`src/rtl/lam_pkg.sv`:
```
// Shared definitions for the load/access memory unit: command field layout,
// funct3 access-size codes and the FSM state encoding.
package lam_pkg;

    // Direction bit carried in lam_control.
    localparam logic LAM_STORE = 1'b1;
    localparam logic LAM_LOAD  = 1'b0;

    // funct3 access-size codes shared by loads and stores.
    localparam logic [2:0] F3_B  = 3'b000;
    localparam logic [2:0] F3_H  = 3'b001;
    localparam logic [2:0] F3_W  = 3'b010;
    localparam logic [2:0] F3_BU = 3'b100;
    localparam logic [2:0] F3_HU = 3'b101;

    // lam_control = {is_store, funct3[2:0], reg_idx[4:0]}.
    localparam int LC_W         = 9;
    localparam int LC_STORE_BIT = 8;
    localparam int LC_F3_LSB    = 5;
    localparam int LC_IDX_LSB   = 0;

    typedef enum logic [1:0] {
        ST_IDLE = 2'd0,
        ST_REQ  = 2'd1,
        ST_WB   = 2'd2
    } lam_state_e;

    // Field extractors so the bit layout lives in one place.
    function automatic logic lc_is_store(input logic [LC_W-1:0] lc);
        return lc[LC_STORE_BIT];
    endfunction

    function automatic logic [2:0] lc_funct3(input logic [LC_W-1:0] lc);
        return lc[LC_F3_LSB +: 3];
    endfunction

    function automatic logic [4:0] lc_reg_idx(input logic [LC_W-1:0] lc);
        return lc[LC_IDX_LSB +: 5];
    endfunction

endpackage

```
`src/rtl/lam_align.sv`:
```
// Lane steering for the data-memory port: byte enables and replicated write
// data for stores, lane selection plus sign/zero extension for loads, and a
// flag for misaligned addresses or funct3 codes illegal for the direction.
module lam_align
    import lam_pkg::*;
(
    input  logic        is_store_i,
    input  logic [2:0]  funct3_i,
    input  logic [1:0]  addr_lo_i,
    input  logic [31:0] store_data_i,
    input  logic [31:0] mem_rdata_i,
    output logic [3:0]  be_o,
    output logic [31:0] wdata_o,
    output logic [31:0] ld_data_o,
    output logic        err_o
);

    // Read word shifted so the addressed byte sits in bits [7:0].
    logic [31:0] lane;
    assign lane = mem_rdata_i >> {addr_lo_i, 3'b000};

    // Decode access size into enables, write replication, load extension and legality.
    always_comb begin
        // NOTE: every output is given a default before the case so no path leaves one unassigned, which would infer a latch.
        be_o      = 4'b0000;
        wdata_o   = store_data_i;
        ld_data_o = 32'h0000_0000;
        err_o     = 1'b0;
        case (funct3_i)
            F3_B: begin
                be_o      = 4'b0001 << addr_lo_i;
                wdata_o   = {4{store_data_i[7:0]}};
                ld_data_o = {{24{lane[7]}}, lane[7:0]};
            end
            F3_H: begin
                be_o      = 4'b0011 << addr_lo_i;
                wdata_o   = {2{store_data_i[15:0]}};
                ld_data_o = {{16{lane[15]}}, lane[15:0]};
                err_o     = addr_lo_i[0];
            end
            F3_W: begin
                be_o      = 4'b1111;
                ld_data_o = mem_rdata_i;
                err_o     = (addr_lo_i != 2'b00);
            end
            F3_BU: begin
                be_o      = 4'b0001 << addr_lo_i;
                ld_data_o = {24'h00_0000, lane[7:0]};
                err_o     = (is_store_i == LAM_STORE);
            end
            F3_HU: begin
                be_o      = 4'b0011 << addr_lo_i;
                ld_data_o = {16'h0000, lane[15:0]};
                err_o     = (is_store_i == LAM_STORE) | addr_lo_i[0];
            end
            default: begin
                err_o = 1'b1;
            end
        endcase
    end

endmodule

```
`src/rtl/lam_unit.sv`:
```
// Load/Access Memory unit. Accepts one load or store per lam_new strobe,
// runs a single-outstanding request/acknowledge memory access and returns
// extended load data to the register bank write port. busy stalls the
// pipeline while an access is in flight; lam_err flags rejected commands
// and accesses abandoned after TIMEOUT cycles without an acknowledge.
module lam_unit
    import lam_pkg::*;
#(
    parameter int TIMEOUT = 255,
    parameter int ADDR_W  = 32
) (
    input  logic              clk,
    input  logic              rst_n,
    input  logic              lam_new,
    input  logic [8:0]        lam_control,
    input  logic [ADDR_W-1:0] alu_addr,
    input  logic [31:0]       store_data,
    output logic              busy,
    output logic              mem_req,
    output logic              mem_we,
    output logic [ADDR_W-1:0] mem_addr,
    output logic [3:0]        mem_be,
    output logic [31:0]       mem_wdata,
    input  logic              mem_ack,
    input  logic [31:0]       mem_rdata,
    output logic              wb_en,
    output logic [4:0]        wb_sel,
    output logic [31:0]       wb_data,
    output logic              lam_err
);

    // Counter is wide enough to hold TIMEOUT; the abort fires on the last
    // waiting cycle so mem_req is high for exactly TIMEOUT cycles.
    localparam int               CNT_W    = (TIMEOUT < 2) ? 1 : $clog2(TIMEOUT + 1);
    localparam logic [CNT_W-1:0] TMO_LAST = (TIMEOUT == 0) ? '0 : CNT_W'(TIMEOUT - 1);
    localparam logic [CNT_W-1:0] TMO_MAX  = CNT_W'(TIMEOUT);

    lam_state_e        state_q;
    logic              is_store_q;
    logic [2:0]        funct3_q;
    logic [4:0]        reg_idx_q;
    logic [1:0]        addr_lo_q;
    logic [31:0]       store_data_q;
    logic [CNT_W-1:0]  tmo_cnt_q;

    logic              mem_req_q;
    logic              mem_we_q;
    logic [ADDR_W-1:0] mem_addr_q;
    logic [3:0]        mem_be_q;
    logic [31:0]       mem_wdata_q;
    logic              wb_en_q;
    logic [4:0]        wb_sel_q;
    logic [31:0]       wb_data_q;
    logic              lam_err_q;

    // In IDLE the aligner sees the incoming command so it can be validated
    // before acceptance; afterwards it sees the latched copy for load extraction.
    logic              in_idle;
    logic              al_is_store;
    logic [2:0]        al_funct3;
    logic [1:0]        al_addr_lo;
    logic [31:0]       al_store_data;
    logic [3:0]        al_be;
    logic [31:0]       al_wdata;
    logic [31:0]       al_ld_data;
    logic              al_err;

    assign in_idle       = (state_q == ST_IDLE);
    assign al_is_store   = in_idle ? lc_is_store(lam_control) : is_store_q;
    assign al_funct3     = in_idle ? lc_funct3(lam_control)   : funct3_q;
    assign al_addr_lo    = in_idle ? alu_addr[1:0]            : addr_lo_q;
    assign al_store_data = in_idle ? store_data               : store_data_q;

    lam_align u_align (
        .is_store_i   (al_is_store),
        .funct3_i     (al_funct3),
        .addr_lo_i    (al_addr_lo),
        .store_data_i (al_store_data),
        .mem_rdata_i  (mem_rdata),
        .be_o         (al_be),
        .wdata_o      (al_wdata),
        .ld_data_o    (al_ld_data),
        .err_o        (al_err)
    );

    // Access FSM with its command latches, timeout counter and registered outputs.
    always_ff @(posedge clk or negedge rst_n) begin
        if (!rst_n) begin
            state_q      <= ST_IDLE;
            is_store_q   <= LAM_LOAD;
            funct3_q     <= 3'b000;
            reg_idx_q    <= 5'd0;
            addr_lo_q    <= 2'b00;
            store_data_q <= 32'h0000_0000;
            tmo_cnt_q    <= '0;
            mem_req_q    <= 1'b0;
            mem_we_q     <= 1'b0;
            mem_addr_q   <= '0;
            mem_be_q     <= 4'b0000;
            mem_wdata_q  <= 32'h0000_0000;
            wb_en_q      <= 1'b0;
            wb_sel_q     <= 5'd0;
            wb_data_q    <= 32'h0000_0000;
            lam_err_q    <= 1'b0;
        end else begin
            // NOTE: non-blocking assignments so every register updates from the pre-edge values, independent of statement order.
            wb_en_q   <= 1'b0;
            lam_err_q <= 1'b0;
            case (state_q)
                ST_IDLE: begin
                    if (lam_new) begin
                        is_store_q   <= lc_is_store(lam_control);
                        funct3_q     <= lc_funct3(lam_control);
                        reg_idx_q    <= lc_reg_idx(lam_control);
                        addr_lo_q    <= alu_addr[1:0];
                        store_data_q <= store_data;
                        if (al_err) begin
                            lam_err_q <= 1'b1;
                        end else begin
                            state_q     <= ST_REQ;
                            tmo_cnt_q   <= '0;
                            mem_req_q   <= 1'b1;
                            mem_we_q    <= lc_is_store(lam_control);
                            mem_addr_q  <= {alu_addr[ADDR_W-1:2], 2'b00};
                            mem_be_q    <= al_be;
                            mem_wdata_q <= (lc_is_store(lam_control) == LAM_STORE) ? al_wdata : 32'h0000_0000;
                        end
                    end
                end
                ST_REQ: begin
                    if (mem_ack) begin
                        // An ack on the final waiting cycle still completes the access.
                        mem_req_q <= 1'b0;
                        if (is_store_q == LAM_STORE) begin
                            state_q <= ST_IDLE;
                        end else begin
                            state_q <= ST_WB;
                            // x0 is never written, and the write port keeps its last value.
                            if (reg_idx_q != 5'd0) begin
                                wb_en_q   <= 1'b1;
                                wb_sel_q  <= reg_idx_q;
                                wb_data_q <= al_ld_data;
                            end
                        end
                    end else if ((TIMEOUT != 0) && (tmo_cnt_q == TMO_LAST)) begin
                        mem_req_q <= 1'b0;
                        lam_err_q <= 1'b1;
                        state_q   <= ST_IDLE;
                    end else if ((TIMEOUT != 0) && (tmo_cnt_q != TMO_MAX)) begin
                        tmo_cnt_q <= tmo_cnt_q + 1'b1;
                    end
                end
                ST_WB: begin
                    state_q <= ST_IDLE;
                end
                default: begin
                    state_q   <= ST_IDLE;
                    mem_req_q <= 1'b0;
                end
            endcase
        end
    end

    assign busy      = (state_q != ST_IDLE);
    assign mem_req   = mem_req_q;
    assign mem_we    = mem_we_q;
    assign mem_addr  = mem_addr_q;
    assign mem_be    = mem_be_q;
    assign mem_wdata = mem_wdata_q;
    assign wb_en     = wb_en_q;
    assign wb_sel    = wb_sel_q;
    assign wb_data   = wb_data_q;
    assign lam_err   = lam_err_q;

endmodule

```
`config.mk`:
```
export PLATFORM = sky130hd
export DESIGN_NAME = lam_unit
export DESIGN_NICKNAME = d
export VERILOG_FILES = /design/src/rtl/lam_pkg.sv /design/src/rtl/lam_align.sv /design/src/rtl/lam_unit.sv
export SDC_FILE = /design/constraint.sdc
export NUM_CORES = 1
export LEC_CHECK = 0
export CORE_MARGIN = 5
export CORE_UTILIZATION = 40
export CTS_CLUSTER_DIAMETER = 40
export DETAILED_ROUTE_END_ITERATION = 8
export PLACE_DENSITY = 0.84
export SLEW_MARGIN = 20
export SYNTH_ARGS = -nofsm -noshare
export SYNTH_HDL_FRONTEND = slang
export SYNTH_SLANG_ARGS = --single-unit
```
`constraint.sdc`:
```
create_clock -name clk -period 2.7 [get_ports clk]
set_clock_uncertainty 0.05 [all_clocks]
set_input_delay 0.81 -clock clk [delete_from_list [all_inputs] [get_ports clk]]
set_output_delay 0.81 -clock clk [all_outputs]
set_load 0.02 [all_outputs]
```
# Yosys cells after proc, flatten, opt, wreduce, memory -nomap -nowiden
# Index checks and enable logic that the tools add are counted.
word_totals:
  reg_bits: 128
  latch_bits: 0
  ram_bits: 0
  romBits: 0
  in_bits: 109
  out_inout_bits: 110
  elab_cells: 85
  memories: 0
op_classes:
  n_addsub: 1
  n_mul: 0
  div: 0
  magnitude_cmp: 0
  n_eq_ne: 14
  shifts: 3
  mux: 34
  bitwise_logic: 4
  n_reduce_logical: 14
op_table:
  columns: ["op", "n"]
  rows:
  - ["32-bit one-hot mux with 5 select lines", 1]
  - ["32-bit one-hot mux with 2 select lines", 1]
  - ["8-bit two-way mux", 5]
  - ["32-bit two-way mux", 1]
  - ["32-bit by 5-bit right shift with 16-bit output", 1]
  - ["8-bit one-hot mux with 2 select lines", 1]
  - ["1-bit two-way mux", 13]
  - ["2-bit two-way mux", 6]
  - ["4-bit one-hot mux with 3 select lines", 1]
  - ["2-bit != test (second input constant)", 5]
  - ["8-bit by 1-bit adder with 8-bit output (second input constant)", 1]
  - ["8-bit == test (second input constant)", 1]
  - ["8-bit != test (second input constant)", 1]
  - ["4-bit AND reduction", 2]
  - ["3-bit == test (second input constant)", 2]
  - ["3-bit AND reduction", 2]
  - ["6-bit AND reduction", 1]
  - ["2-bit nonzero test", 3]
  - ["1-bit one-hot mux with 5 select lines", 1]
  - ["5-bit nonzero test", 1]
  - ["2-bit one-hot mux with 2 select lines", 1]
  - ["2-bit OR reduction", 2]
  - ["1-bit by 2-bit << shifter with 4-bit output (first input constant)", 1]
  - ["2-bit by 2-bit << shifter with 4-bit output (first input constant)", 1]
  - ["13 further kinds", 15]

# Logic depth before layout (Yosys ltp)
depth:
  depth_word: 7
  ltp_mapped: 9
  ltp_nobuf: 7

# Modules after synthesis
# A second synthesis with hierarchy kept.
hier_totals:
  cells_unflattened: 761
  hier_area_um2: 7955.1
by_module_without_submodules:
  columns: ["module", "n_inst", "cells_per_inst", "area_each_um2", "seq_area_each_um2"]
  rows:
  - ["lam_unit", 1, 583, 6730.2, 4003.8]
  - ["lam_align", 1, 178, 1224.9, 0.0]

# Worst setup path after synthesis
# No wires, ideal clock.
synth_timing:
  path_kind: "input to register"
  from: "in lam_control[6]"
  to: "reg mem_addr_q[10] (netlist: mem_addr[10])"
  setup_time_ps: 125
  arrival_ps: 2512
  t_required_ps: 2525
  slack_ps: 13
  cell_stages: 7
  n_path_buf: 1
  cell_sequence: "or4_1 > o31ai_1 > a32o_1 > nor3_4 > nand2_4 > buf_6 > mux2_2"
synth_via:
  elab_chain_len: 5
  elab_cells_between_ends: 9
  cone_classes: "eq/ne: 4; mux: 2; bitwise: 1; reduce/logical: 2"
synth_lines:
  columns: ["element", "line", "text"]
  rows:
  - ["start: declaration", "lam_unit.sv:15", "input logic [8:0] lam_control,"]
  - ["3-bit two-way mux (*)", "lam_unit.sv:70", "assign al_funct3 = in_idle ? lc_funct3(lam_control) : funct3_q;"]
  - ["3-bit == test (tied with other cells)", "lam_align.sv:29", "case (funct3_i)"]
  - ["1-bit one-hot mux with 5 select lines (*)", "lam_align.sv:29", null]
  - ["1-bit NOT (no line) (*)", null, null]
  - ["3-bit AND reduction (no line) (*)", null, null]
  - ["end signal: assignment", "lam_unit.sv:124", "mem_addr_q <= {alu_addr[ADDR_W-1:2], 2'b00};"]
  - ["end: declaration", "lam_unit.sv:48", "logic [ADDR_W-1:0] mem_addr_q;"]
# Mark *: on every way between the ends. The rest lies on a longest branch, timed or not.
# A chain may end at the register's enable or synchronous reset.

# Worst setup path after layout
layout_timing:
  from: "reg state_q[0]"
  to: "out busy"
layout_via:
  elab_chain_len: 1
layout_lines:
  columns: ["element", "line", "text"]
  rows:
  - ["start: declaration", "lam_unit.sv:38", "lam_state_e state_q;"]
  - ["start signal: assignment", "lam_unit.sv:89", "state_q <= ST_IDLE;"]
  - ["start signal: assignment", "lam_unit.sv:120", "state_q <= ST_REQ;"]
  - ["start signal: assignment", "lam_unit.sv:135", "state_q <= ST_IDLE;"]
  - ["2-bit nonzero test", "lam_unit.sv:164", "assign busy = (state_q != ST_IDLE);"]
  - ["end: declaration", "lam_unit.sv:18", "output logic busy,"]
# No other way between the ends.

==> key figures <==
Floorplanning
  – Row count: 45
  – Die height: 133.8 um
  – Initial core utilization: 40.60%
  – Die width: between 100 and 150 um
  – Core area: between 15000 and 20000 sq um
  – Die area: between 15000 and 20000 sq um
  – I/O pin cnt: about 220

STA
  – Slew HR: between 50% and 60%
  – Final Hold Vio Count: 0
  – F_max: about 380 MHz
  – Crit path time final: 2632 ps
  – Fin crit share: about 97%
  – Measured slew at the worst slew-check pin: approximately 700 ps
  – Worst Slack Setup Final: between 60 and 70 ps
  – Slew Viols, Final: 0
  – Final setup viols: 0

Route
  – Drt pass-1 iters: 6
  – Via density: roughly 5.6
  – Post-DRT Antenna Nets: 0
  – DR vias: about 5800
  – DRC: 0
  – Post-Route WL: a little over 20 mm
  – Avg WL per Cell: roughly 20 um
  – Starting DRT DRC Count: 440

Global route
  – Vias in the first global route: just under 6000
  – Total global routing overflow: 0
  – Global-route wire length before repair: around 32 mm
  – Largest net degree at the start of global routing: 57
  – Antenna violations before repair: 1
  – Gr usage total: between 20% and 30%

CTS
  – Root buffer cell: clkbuf_16
  – TritonCTS Sinks: 128
  – Clk buf depth: 2
  – CTS clock-pin slew for the worst setup and hold paths: around 60 ps
  – Number of hold buffers added after CTS: 0
  – Clock Latency Late Sink: around 420 ps
  – H-tree Lvls: 4
  – Total CTS buffers: 17
  – CTS tree: yes

Logic synthesis
  – Synth cell types: 66
  – Warnings, synthesis: 0
  – Post-synthesis mux area share: 9.906%
  – Fraction of registers with async set/reset: 100.0%
  – Count leader, synth: dfrtp_1
  – Largest family of logic cells by synthesized area: compound AO/OA/AOI/OAI gates
  – Post-synth top area cell: dfrtp_1
  – Synth Cell Area: 6126 sq um
  – Top FF cell, synth: dfrtp_1
  – Most frequent cells after synthesis: dfrtp_1, nand2_1, mux2_2, o21ai_0, o2bb2ai_1
  – Compound-Gate Fraction of Synth Area: slightly above 20%
  – Simple-gate share of the synthesized area: around an eighth
  – Avg Cell Area, Syn: about 11 sq um
  – Cell count after synthesis: roughly 550
  – Share of the synthesized area in the top cell type: between 50% and 60%
  – Sequential-to-total area share from yosys stat: a little over half
  – Synth Area in Adders: less than 1%
  – Synth area leaders: dfrtp_1, mux2_2, nand2_1
  – Post-synth EDFFs: 0
  – Xor and xnor fraction of the mapped netlist area: 0%
  – Register bit total from synthesis: ~130

Outcome
  – Outcome: complete, no violations

Run
  – Maxcap violations: 0

Critical path
  – CP required: approximately 1800 ps
  – Crit Path Max Fanout: 13
  – Setup CP Type: reg -> out
  – CP Capture Type: primary output
  – Crit path arrival time: roughly 1800 ps
  – Worst setup SP type: flop

Place
  – Placed cells: between 900 and 1000
  – IO buf count: around 220
  – Setup WS pre-CTS: -556.3 ps
  – Detail Placement HPWL: 14.62 mm
  – Placer Congestion: 0.9277
  – DP Area: just under 9000 sq um

Layout
  – FILL cells: roughly 1200
  – Share of layout cells above drive strength 1: 22.25%
  – Area Overhead vs Synth: 59.01%
  – Diode count: 0
  – Cell area after layout: between 9000 and 10000 sq um
  – Finished Layout Cells: between 1000 and 1500
  – NumNets Final: ~930

Power
  – Cell Pwr Density: 1218 nW/um^2
  – VDD IR max: about 660 uV
  – P_leak: between 0.004 and 0.005 uW

Hold path
  – Type of the most critical hold path: in -> async
[cell families (layout without fill, tap and decap cells)]
kind of cell,count (synthesis),after routing
AO/OA/AOI/OAI,161,162
adder cells (fa/ha/maj),2,2
buffers and inverters,35,323
flip-flops,128,128
multiplexers,54,54
other,1,2
AND/OR/NAND/NOR,165,165
[worst paths after layout]
kind	start	end	slack (ps)	depth (start not counted)
hold reg to reg	wb_sel[3]	wb_sel[3]	430	2
min in group clk	wb_sel[3]	wb_sel[3]	430	2
setup reg to reg	state_q[0]	mem_addr[27]	110	10
hold / removal	rst_n	tmo_cnt_q[2]	330	1
max in group asynchronous	rst_n	state_q[1]	1560	2
setup / recovery	state_q[0]	busy	70	4
[layout by cell type (no fill, tap or decap), drive strengths merged, types with 5 or more instances in the layout]
| cell type | netlist | layout |
|---|---|---|
| bufinv | 0 | 5 |
| inv | 5 | 7 |
| a31oi | 9 | 9 |
| mux2 | 43 | 43 |
| o21ai | 33 | 33 |
| nand3 | 20 | 20 |
| dfrtp | 128 | 128 |
| a221oi | 8 | 8 |
| clkbuf | 13 | 21 |
| o2bb2ai | 25 | 25 |
| mux2i | 11 | 11 |
| buf | 17 | 71 |
| o211ai | 6 | 6 |
| a22o | 16 | 16 |
| o31ai | 10 | 10 |
| and2 | 5 | 5 |
| a21o | 8 | 8 |
| a32oi | 6 | 6 |
| nor2 | 23 | 23 |
| a221o | 17 | 17 |
| clkdlybuf4s50 | 0 | 209 |
| a21oi | 6 | 6 |
| nand2 | 87 | 87 |
[sequential cells by signal (all words and copies together) (netlist names), 3 cells and up]
| name | cells |
|---|---|
| reg_idx_q | 5 |
| mem_wdata | 32 |
| funct3_q | 3 |
| tmo_cnt_q | 8 |
| wb_data | 32 |
| mem_addr | 30 |
| mem_be | 4 |
| wb_sel | 5 |
[worst max-delay path: stages (launching register included)]
cell and delay (ps):
dfrtp_2 490, nor2_2 170, buf_6 190, inv_2 140, dlygate4sd2_1 360
[metrics by stage]
stage	power [uW]	hold WS, ps	TNS [ps]	util (%)
global placement	8928	410.4	-42030	58.99
floorplan	6315	398.1	0	-
CTS	11860	341.6	-234.8	64.13
detailed placement	9053	414.4	-47360	58.99
global route	12450	374.4	-6.155	64.55
finish	11870	334.5	0	64.55
[layer usage]
metal	vias up	global-route usage (%)	part of all wire (%)
li1	2614	-	-
met1	2779	28.09	40
met2	307	36.55	48
met3	59	7.289	9.5
met4	2	7.771	2.6
met5	-	0	0.034
[what timing repair did]
action / in CTS / in global routing
endpoints found under the setup margin: 72 / 92
buffers inserted: 3 / 2
pin swaps: 2 / 5
gates resized for setup: 15 / 9
cloned: 1 / 1
[where the power goes]
| part | switching [uW] | leakage, uW | internal (uW) | total, uW |
|---|---|---|---|---|
| clock | 871 | 0.000324 | 1720 | 2590 |
| combinational | 2890 | 0.00229 | 2990 | 5870 |
| sequential | 614 | 0.00163 | 2790 | 3400 |
| total | 4370 | 0.00425 | 7490 | 11900 |
[final cells by class]
class / instances / area, sq um / share of cell area (%)
Multi-Input combinational cell: 385 / 2780 / 28.54
Inverter: 5 / 18.77 / 0.1927
Sequential cell: 128 / 3206 / 32.91
Clock inverter: 11 / 201.4 / 2.068
Timing Repair Buffer: 286 / 2829 / 29.04
Clock buffer: 21 / 470.5 / 4.830
Tap cell: 188 / 235.2 / 2.415
No activity file was read; power rests on OpenSTA's default activity.
